## src/rtl/tx_packet_ddr_stream_if.sv

```systemverilog
// Avalon-MM read-master and TSE transmit-FIFO signal bundle for tx_packet_ddr_stream.
// The master modport is the streamer side; slave is the DDR controller / MAC side.
interface tx_packet_ddr_stream_if #(
    parameter int ADDR_W = 25,
    parameter int DATA_W = 256
);
    logic [ADDR_W-1:0] amm_addr;
    logic              amm_read;
    logic [6:0]        amm_burstcount;
    logic              amm_ready;
    logic [DATA_W-1:0] amm_readdata;
    logic              amm_readdatavalid;

    logic [7:0]        ff_tx_data;
    logic              ff_tx_sop;
    logic              ff_tx_eop;
    logic              ff_tx_wren;
    logic              ff_tx_err;
    logic              ff_tx_rdy;

    modport master (
        output amm_addr, amm_read, amm_burstcount,
        input  amm_ready, amm_readdata, amm_readdatavalid,
        output ff_tx_data, ff_tx_sop, ff_tx_eop, ff_tx_wren, ff_tx_err,
        input  ff_tx_rdy
    );

    modport slave (
        input  amm_addr, amm_read, amm_burstcount,
        output amm_ready, amm_readdata, amm_readdatavalid,
        input  ff_tx_data, ff_tx_sop, ff_tx_eop, ff_tx_wren, ff_tx_err,
        output ff_tx_rdy
    );
endinterface

```

## src/rtl/tx_packet_ddr_stream.sv

```systemverilog
// Reads a length word plus payload words from DDR over Avalon-MM and streams the
// packet bytewise into the TSE transmit FIFO, buffering read data in a small FIFO.
module tx_packet_ddr_stream #(
    parameter int ADDR_W     = 25,
    parameter int DATA_W     = 256,
    parameter int LEN_W      = 11,
    parameter int MAX_PKT    = 1518,
    parameter int FIFO_WORDS = 8
) (
    input  logic                   clk_original,
    input  logic                   rst_n,
    input  logic                   cmd_send,
    input  logic [ADDR_W-1:0]      start_ram_addr,
    output logic                   busy,
    output logic                   done,
    output logic                   len_err,
    tx_packet_ddr_stream_if.master bus
);
    localparam int BPW    = DATA_W / 8;
    localparam int BIDX_W = $clog2(BPW);
    localparam int PTR_W  = $clog2(FIFO_WORDS);
    localparam int CNT_W  = LEN_W + 1;

    typedef enum logic [2:0] {
        IDLE,
        RD_LEN,
        WAIT_LEN,
        STREAM,
        FINISH
    } state_t;

    state_t             state, state_nxt;
    logic               cmd_q;
    logic [ADDR_W-1:0]  base_addr;
    logic [CNT_W-1:0]   len, words_needed, rd_issued, rd_outstanding, byte_cnt;
    logic [BIDX_W-1:0]  byte_idx, sel_idx;
    logic [DATA_W-1:0]  fifo_mem [FIFO_WORDS];
    logic [DATA_W-1:0]  head_word;
    logic [PTR_W-1:0]   wr_ptr, rd_ptr;
    logic [PTR_W:0]     fifo_cnt;
    logic               len_err_q;

    logic               cmd_edge, len_ok, rd_req, amm_read_c, pay_accept;
    logic               fifo_wr, tx_wren, byte_accept, last_byte, word_pop;
    logic [CNT_W-1:0]   len_word, words_word;

    assign cmd_edge = cmd_send & ~cmd_q;

    always_comb begin
        len_word   = CNT_W'(bus.amm_readdata[LEN_W-1:0]);
        len_ok     = (len_word != '0) && (len_word <= CNT_W'(MAX_PKT));
        words_word = (len_word + CNT_W'(BPW - 1)) / CNT_W'(BPW);
    end

    // Buffer space is reserved at issue time, so the FIFO cannot overflow.
    assign rd_req     = (state == STREAM) && (rd_issued < words_needed) &&
                        ((CNT_W'(fifo_cnt) + rd_outstanding) < CNT_W'(FIFO_WORDS));
    assign amm_read_c = (state == RD_LEN) || rd_req;
    assign pay_accept = rd_req && bus.amm_ready;
    assign fifo_wr    = (state == STREAM) && bus.amm_readdatavalid && (rd_outstanding != '0);

    assign head_word   = fifo_mem[rd_ptr];
    assign tx_wren     = (state == STREAM) && (fifo_cnt != '0);
    assign byte_accept = tx_wren && bus.ff_tx_rdy;
    assign last_byte   = (byte_cnt == len - CNT_W'(1));
    assign word_pop    = byte_accept && (last_byte || (byte_idx == BIDX_W'(BPW - 1)));
    // Flipping the low two bits walks each 32-bit lane MSB byte first.
    assign sel_idx     = byte_idx ^ BIDX_W'(3);

    assign bus.amm_read       = amm_read_c;
    assign bus.amm_burstcount = 7'd1;
    assign bus.amm_addr       = (state == RD_LEN) ? base_addr :
                                rd_req ? base_addr + ADDR_W'(1) + ADDR_W'(rd_issued) : '0;
    assign bus.ff_tx_wren     = tx_wren;
    assign bus.ff_tx_data     = tx_wren ? head_word[{sel_idx, 3'b000} +: 8] : 8'h00;
    assign bus.ff_tx_sop      = tx_wren && (byte_cnt == '0);
    assign bus.ff_tx_eop      = tx_wren && last_byte;
    assign bus.ff_tx_err      = 1'b0;

    assign busy    = (state != IDLE);
    assign done    = (state == FINISH);
    assign len_err = len_err_q;

    // NOTE: next_state gets its default before the case so no path leaves it unassigned (no latch).
    always_comb begin
        state_nxt = state;
        case (state)
            IDLE:     if (cmd_edge) state_nxt = RD_LEN;
            RD_LEN:   if (bus.amm_ready) state_nxt = WAIT_LEN;
            WAIT_LEN: if (bus.amm_readdatavalid) state_nxt = len_ok ? STREAM : IDLE;
            STREAM:   if (byte_accept && last_byte) state_nxt = FINISH;
            FINISH:   state_nxt = IDLE;
            default:  state_nxt = IDLE;
        endcase
    end

    // NOTE: all state updates use non-blocking assignments so every register samples pre-edge values.
    always_ff @(posedge clk_original or negedge rst_n) begin
        if (!rst_n) begin
            state          <= IDLE;
            cmd_q          <= 1'b0;
            base_addr      <= '0;
            len            <= '0;
            words_needed   <= '0;
            rd_issued      <= '0;
            rd_outstanding <= '0;
            byte_cnt       <= '0;
            byte_idx       <= '0;
            wr_ptr         <= '0;
            rd_ptr         <= '0;
            fifo_cnt       <= '0;
            len_err_q      <= 1'b0;
        end else begin
            state     <= state_nxt;
            cmd_q     <= cmd_send;
            len_err_q <= (state == WAIT_LEN) && bus.amm_readdatavalid && !len_ok;
            if ((state == IDLE) && cmd_edge) base_addr <= start_ram_addr;

            if ((state == WAIT_LEN) && bus.amm_readdatavalid) begin
                len            <= len_word;
                words_needed   <= words_word;
                rd_issued      <= '0;
                rd_outstanding <= '0;
                byte_cnt       <= '0;
                byte_idx       <= '0;
                wr_ptr         <= '0;
                rd_ptr         <= '0;
                fifo_cnt       <= '0;
            end else if (state == STREAM) begin
                if (pay_accept) rd_issued <= rd_issued + CNT_W'(1);
                case ({pay_accept, fifo_wr})
                    2'b10:   rd_outstanding <= rd_outstanding + CNT_W'(1);
                    2'b01:   rd_outstanding <= rd_outstanding - CNT_W'(1);
                    default: rd_outstanding <= rd_outstanding;
                endcase
                if (fifo_wr)  wr_ptr <= wr_ptr + PTR_W'(1);
                if (word_pop) rd_ptr <= rd_ptr + PTR_W'(1);
                // Simultaneous write and pop leave the occupancy unchanged.
                case ({fifo_wr, word_pop})
                    2'b10:   fifo_cnt <= fifo_cnt + (PTR_W+1)'(1);
                    2'b01:   fifo_cnt <= fifo_cnt - (PTR_W+1)'(1);
                    default: fifo_cnt <= fifo_cnt;
                endcase
                if (byte_accept) begin
                    byte_cnt <= byte_cnt + CNT_W'(1);
                    byte_idx <= word_pop ? '0 : byte_idx + BIDX_W'(1);
                end
            end
        end
    end

    // NOTE: the data array has no reset; occupancy and pointers alone decide what is valid.
    always_ff @(posedge clk_original) begin
        if (fifo_wr) fifo_mem[wr_ptr] <= bus.amm_readdata;
    end
endmodule

```

## src/flat_wrapper.sv

```systemverilog
// flat-port wrapper written by rule: the top's interface ports become plain ports
module tx_packet_ddr_stream_flat 
#(
    parameter int ADDR_W     = 25,
    parameter int DATA_W     = 256,
    parameter int LEN_W      = 11,
    parameter int MAX_PKT    = 1518,
    parameter int FIFO_WORDS = 8
)
  (clk_original, rst_n, cmd_send, start_ram_addr, busy, done, len_err, bus_amm_addr, bus_amm_read, bus_amm_burstcount, bus_amm_ready, bus_amm_readdata, bus_amm_readdatavalid, bus_ff_tx_data, bus_ff_tx_sop, bus_ff_tx_eop, bus_ff_tx_wren, bus_ff_tx_err, bus_ff_tx_rdy);
  tx_packet_ddr_stream_if #(.ADDR_W(ADDR_W), .DATA_W(DATA_W)) bus_i ();
  input  logic clk_original;
  input  logic rst_n;
  input  logic cmd_send;
  input  logic [ADDR_W-1:0] start_ram_addr;
  output logic busy;
  output logic done;
  output logic len_err;
  output wire logic [$bits(bus_i.amm_addr)-1:0] bus_amm_addr;
  output wire logic [$bits(bus_i.amm_read)-1:0] bus_amm_read;
  output wire logic [$bits(bus_i.amm_burstcount)-1:0] bus_amm_burstcount;
  input wire logic [$bits(bus_i.amm_ready)-1:0] bus_amm_ready;
  input wire logic [$bits(bus_i.amm_readdata)-1:0] bus_amm_readdata;
  input wire logic [$bits(bus_i.amm_readdatavalid)-1:0] bus_amm_readdatavalid;
  output wire logic [$bits(bus_i.ff_tx_data)-1:0] bus_ff_tx_data;
  output wire logic [$bits(bus_i.ff_tx_sop)-1:0] bus_ff_tx_sop;
  output wire logic [$bits(bus_i.ff_tx_eop)-1:0] bus_ff_tx_eop;
  output wire logic [$bits(bus_i.ff_tx_wren)-1:0] bus_ff_tx_wren;
  output wire logic [$bits(bus_i.ff_tx_err)-1:0] bus_ff_tx_err;
  input wire logic [$bits(bus_i.ff_tx_rdy)-1:0] bus_ff_tx_rdy;
  assign bus_amm_addr = bus_i.amm_addr;
  assign bus_amm_read = bus_i.amm_read;
  assign bus_amm_burstcount = bus_i.amm_burstcount;
  assign bus_i.amm_ready = bus_amm_ready;
  assign bus_i.amm_readdata = bus_amm_readdata;
  assign bus_i.amm_readdatavalid = bus_amm_readdatavalid;
  assign bus_ff_tx_data = bus_i.ff_tx_data;
  assign bus_ff_tx_sop = bus_i.ff_tx_sop;
  assign bus_ff_tx_eop = bus_i.ff_tx_eop;
  assign bus_ff_tx_wren = bus_i.ff_tx_wren;
  assign bus_ff_tx_err = bus_i.ff_tx_err;
  assign bus_i.ff_tx_rdy = bus_ff_tx_rdy;
  tx_packet_ddr_stream #(.ADDR_W(ADDR_W), .DATA_W(DATA_W), .LEN_W(LEN_W), .MAX_PKT(MAX_PKT), .FIFO_WORDS(FIFO_WORDS)) u_core (.clk_original(clk_original), .rst_n(rst_n), .cmd_send(cmd_send), .start_ram_addr(start_ram_addr), .busy(busy), .done(done), .len_err(len_err), .bus(bus_i));
endmodule
```

## config.mk

```make
export PLATFORM = sky130hd
export DESIGN_NAME = tx_packet_ddr_stream_flat
export DESIGN_NICKNAME = d
export VERILOG_FILES = /design/src/rtl/tx_packet_ddr_stream_if.sv /design/src/rtl/tx_packet_ddr_stream.sv /design/src/flat_wrapper.sv
export SDC_FILE = /design/constraint.sdc
export NUM_CORES = 2
export LEC_CHECK = 0
export ABC_CLOCK_PERIOD_IN_PS = 25900
export CORE_ASPECT_RATIO = 2
export CORE_MARGIN = 8
export CORE_UTILIZATION = 36
export CTS_BUF_LIST = sky130_fd_sc_hd__clkbuf_8
export DETAILED_ROUTE_END_ITERATION = 10
export GPL_ROUTABILITY_DRIVEN = 0
export GPL_TIMING_DRIVEN = 0
export MAX_ROUTING_LAYER = met4
export SYNTH_ARGS = -nofsm -noshare
export SYNTH_HDL_FRONTEND = slang
export SYNTH_SLANG_ARGS = --single-unit
```

## constraint.sdc

```tcl
create_clock -name clk_original -period 25.9 [get_ports clk_original]
set_clock_uncertainty 0.1 [all_clocks]
set_input_delay 5.18 -clock clk_original [delete_from_list [all_inputs] [get_ports clk_original]]
set_output_delay 5.18 -clock clk_original [all_outputs]
set_load 0.01 [all_outputs]
```

==> metrics.txt <==
cells after synthesis between 3000 and 4000; vias in the first global route about 44000; initial antenna violation count 123; Fmax 81.26 MHz; Synth area leaders edfxtp_1 73%, mux4_2 17%, dfrtp_1 2.9%; Layout Cells excl Fill roughly 8000; worst slack, placed around 15 ns; GR Layer Usage met3 6.308%; met2 Usage GRT about 28%; clk sink count 2147; dpl hpwl 156.3 mm; Final min period approximately 12 ns; yosys warns 0; GRT busiest layer met2; Sequential Area approximately 64000 um^2; synth unique cells 72; Post-synth ARST share 4.611%; FF-to-FF setup slack 20.37 ns; Area Growth Syn to Fin 19.36%; post-CTS setup repair buffer count 0; Top Ports 335; Pwr Density 82.18 nW/um^2; Core Util, Final 43.15%; R2R depth 16; post-layout net count 4975; Hold Slack 0.3872 ns; HP Class reg -> reg; Die Height 700.1 um; clock root buffer master clkbuf_8; RR Startpoint u_core.state[0]; Leakage ~32 nW; gr ovfl total 0; Core Footprint approximately 230000 um^2; Final WS setup between 10 and 15 ns; H-tree levels 5; crit end category primary output; Mean Syn Cell Area ~23 um^2; Tot GR Track Use between 15 and 20%; Critical R2R Capture u_core.fifo_mem[1][123]; Wirelength per Cell between 20 and 30 um; vias post-DR roughly 42000; final hold viol count 0; met1 usage a little under a quarter; Final Max Slew Viols 0; number of fillers in the final layout 19960; CP required 20.62 ns; CTS max path bufs 4; Worst-Skew Late Latency between 1 and 1.5 ns; largest net degree at the start of global routing 51; Die ar. around 250000 um^2; Vias/cell ~5.3; status complete, no violations; CTS tree built; initial DRC count slightly above 4000; hold buffers post-CTS 0; antenna viol nets, final 0; end of the critical path bus_ff_tx_data[7]; Yosys reg bits ~2100; clk slew on worst S/H paths about 0.070 ns; DRT Pass-1 Iters 5; area of the multi-input gates a little under 20000 um^2; largest area contributor in the netlist edfxtp_1; cts repair resizes 0; Startpoint Class flop; Placed Instances approximately 7300; sequential fraction of the synthesis area between 70% and 80%; final setup violation count 0; Worst Path Arrival between 7 and 8 ns; Slew HR a little over 7%; Worst Setup SP u_core.rd_ptr[1]; period utilisation layout a little under half; DR DRC count 0; share of the synthesized area in the top cell type 73.01%; Max-Cap Viols 0; Starting Density between 30% and 40%; # rows roughly 250; crit-path max FO 10; EDFF count, synth just over 2000; mapped cell area approximately 84000 um^2; Die X between 300 and 400 um; PortBufs between 300 and 400; crit path kind reg -> out; Worst Max-Slew Pin Slew about 1.4 ns; Total Power about 0.0083 W; Max IR drop VDD about 60 uV; TritonCTS buffer count around 340; layout cell share with drive strength beyond 1 around 28%; Primary FF master, synth edfxtp_1; RSZ-0062 raised after global routing false; final wirelength between 200 and 250 mm; global-route wire length before repair around 320 mm
## routing by layer
layer  part of all wire, %  wire (um)
met2                    48     106400
met1                    40      88570
met3                    10      22810
met4                   2.1       4597
met5                     0          0
## worst min-delay path by stage
stage	startpoint	to	slack [ns]	cells past startpoint
2_1_floorplan	u_core.words_needed[0]	u_core.words_needed[0]	0.34	2
3_3_place_gp	u_core.words_needed[1]	u_core.words_needed[1]	0.38	2
3_5_place_dp	u_core.words_needed[2]	u_core.words_needed[2]	0.38	2
4_1_cts	u_core.words_needed[2]	u_core.words_needed[2]	0.39	2
5_1_grt	u_core.base_addr[0]	u_core.base_addr[0]	0.43	1
6_report	u_core.words_needed[2]	u_core.words_needed[2]	0.39	2
## worst max-delay path, stage by stage, from the launching register on
cell	delay, ns
dfrtp_1	0.36
clkbuf_1	0.96
clkbuf_1	0.58
clkbuf_1	0.98
clkbuf_1	0.63
mux4_2	0.34
mux4_2	0.26
a21oi_1	0.07
o21ai_0	0.20
nand3_1	0.09
a311oi_1	0.80
clkdlybuf4s50_1	0.70
## cell type report
type	instances	share of cell area (%)
sequential	2147	63.63
multi-input combinational	1369	19.34
timing repair buffer	568	6.343
clock buffer	342	4.682
tap	3036	3.778
clock inverter	222	1.110
buffer	190	0.7703
antenna	93	0.2315
inverter	32	0.1195
## logic make-up after synthesis
group,count (synthesis),share of synthesized area (%)
DFF,2147,75.95
adders and majority gates,45,0.6951
other,2,0.008915
muxes,732,18.24
and+or+nand+nor,344,2.039
buffers and inverters,222,1.059
xor gates and xnor gates,61,0.6565
AOI/OAI and AO/OA,179,1.347
## cells in the mapped netlist (9+ instances only)
master    number
ha_1          42
and2_1         9
xor2_1        38
o22ai_1       31
or4_1         12
mux2_2        27
xnor2_1       22
nor4_1         9
o21ai_0       51
clkbuf_1     106
dfrtp_1       99
mux4_2       640
nand3_1       37
nor3_1        23
nand2_1      109
nor2_1        71
a31oi_1        9
buf_2         11
buf_1         63
edfxtp_1    2048
inv_1         30
mux2i_1       65
or3_1         13
and3_1         9
a21oi_1       30
## sequential cells by signal (all words and copies together) (netlist names)
signal and cells:
u_core.base_addr 25, u_core.fifo_cnt 4, u_core.rd_ptr 3, u_core.words_needed 7, u_core.byte_cnt 12, u_core.len_err 1
u_core.byte_idx 5, u_core.rd_issued 12, u_core.rd_outstanding 12, u_core.fifo_mem 2048, u_core.wr_ptr 3, u_core.len 11
u_core.state 3, u_core.cmd_q 1
## cells in the final DEF, fill, tap and decap left out, drive strengths merged, types with 39 or more instances in the layout
| master | count |
|---|---|
| buf | 326 |
| clkbuf | 449 |
| clkdlybuf4s50 | 325 |
| clkinv | 118 |
| dfrtp | 99 |
| diode | 93 |
| edfxtp | 2048 |
| ha | 42 |
| inv | 123 |
| mux2i | 65 |
| mux4 | 640 |
| nand2 | 109 |
| nor2 | 71 |
| o21ai | 52 |
| xor2 | 39 |
## per-stage QoR
step | cell area, um^2 | TNS (ns)
after floorplan | 84260 | -376.52
after global placement | 91320 | -
after detailed placement | 94460 | 0
after CTS | 100300 | 0
after global routing | 100500 | 0
final | 100500 | 0
## power breakdown
part / switching [W] / internal (W)
Combinational: 0.000856 / 0.000706
Sequential: 0.0000881 / 0.00404
Clock: 0.00127 / 0.00130
Total: 0.00222 / 0.00605
(Power assumes the default switching activity.)
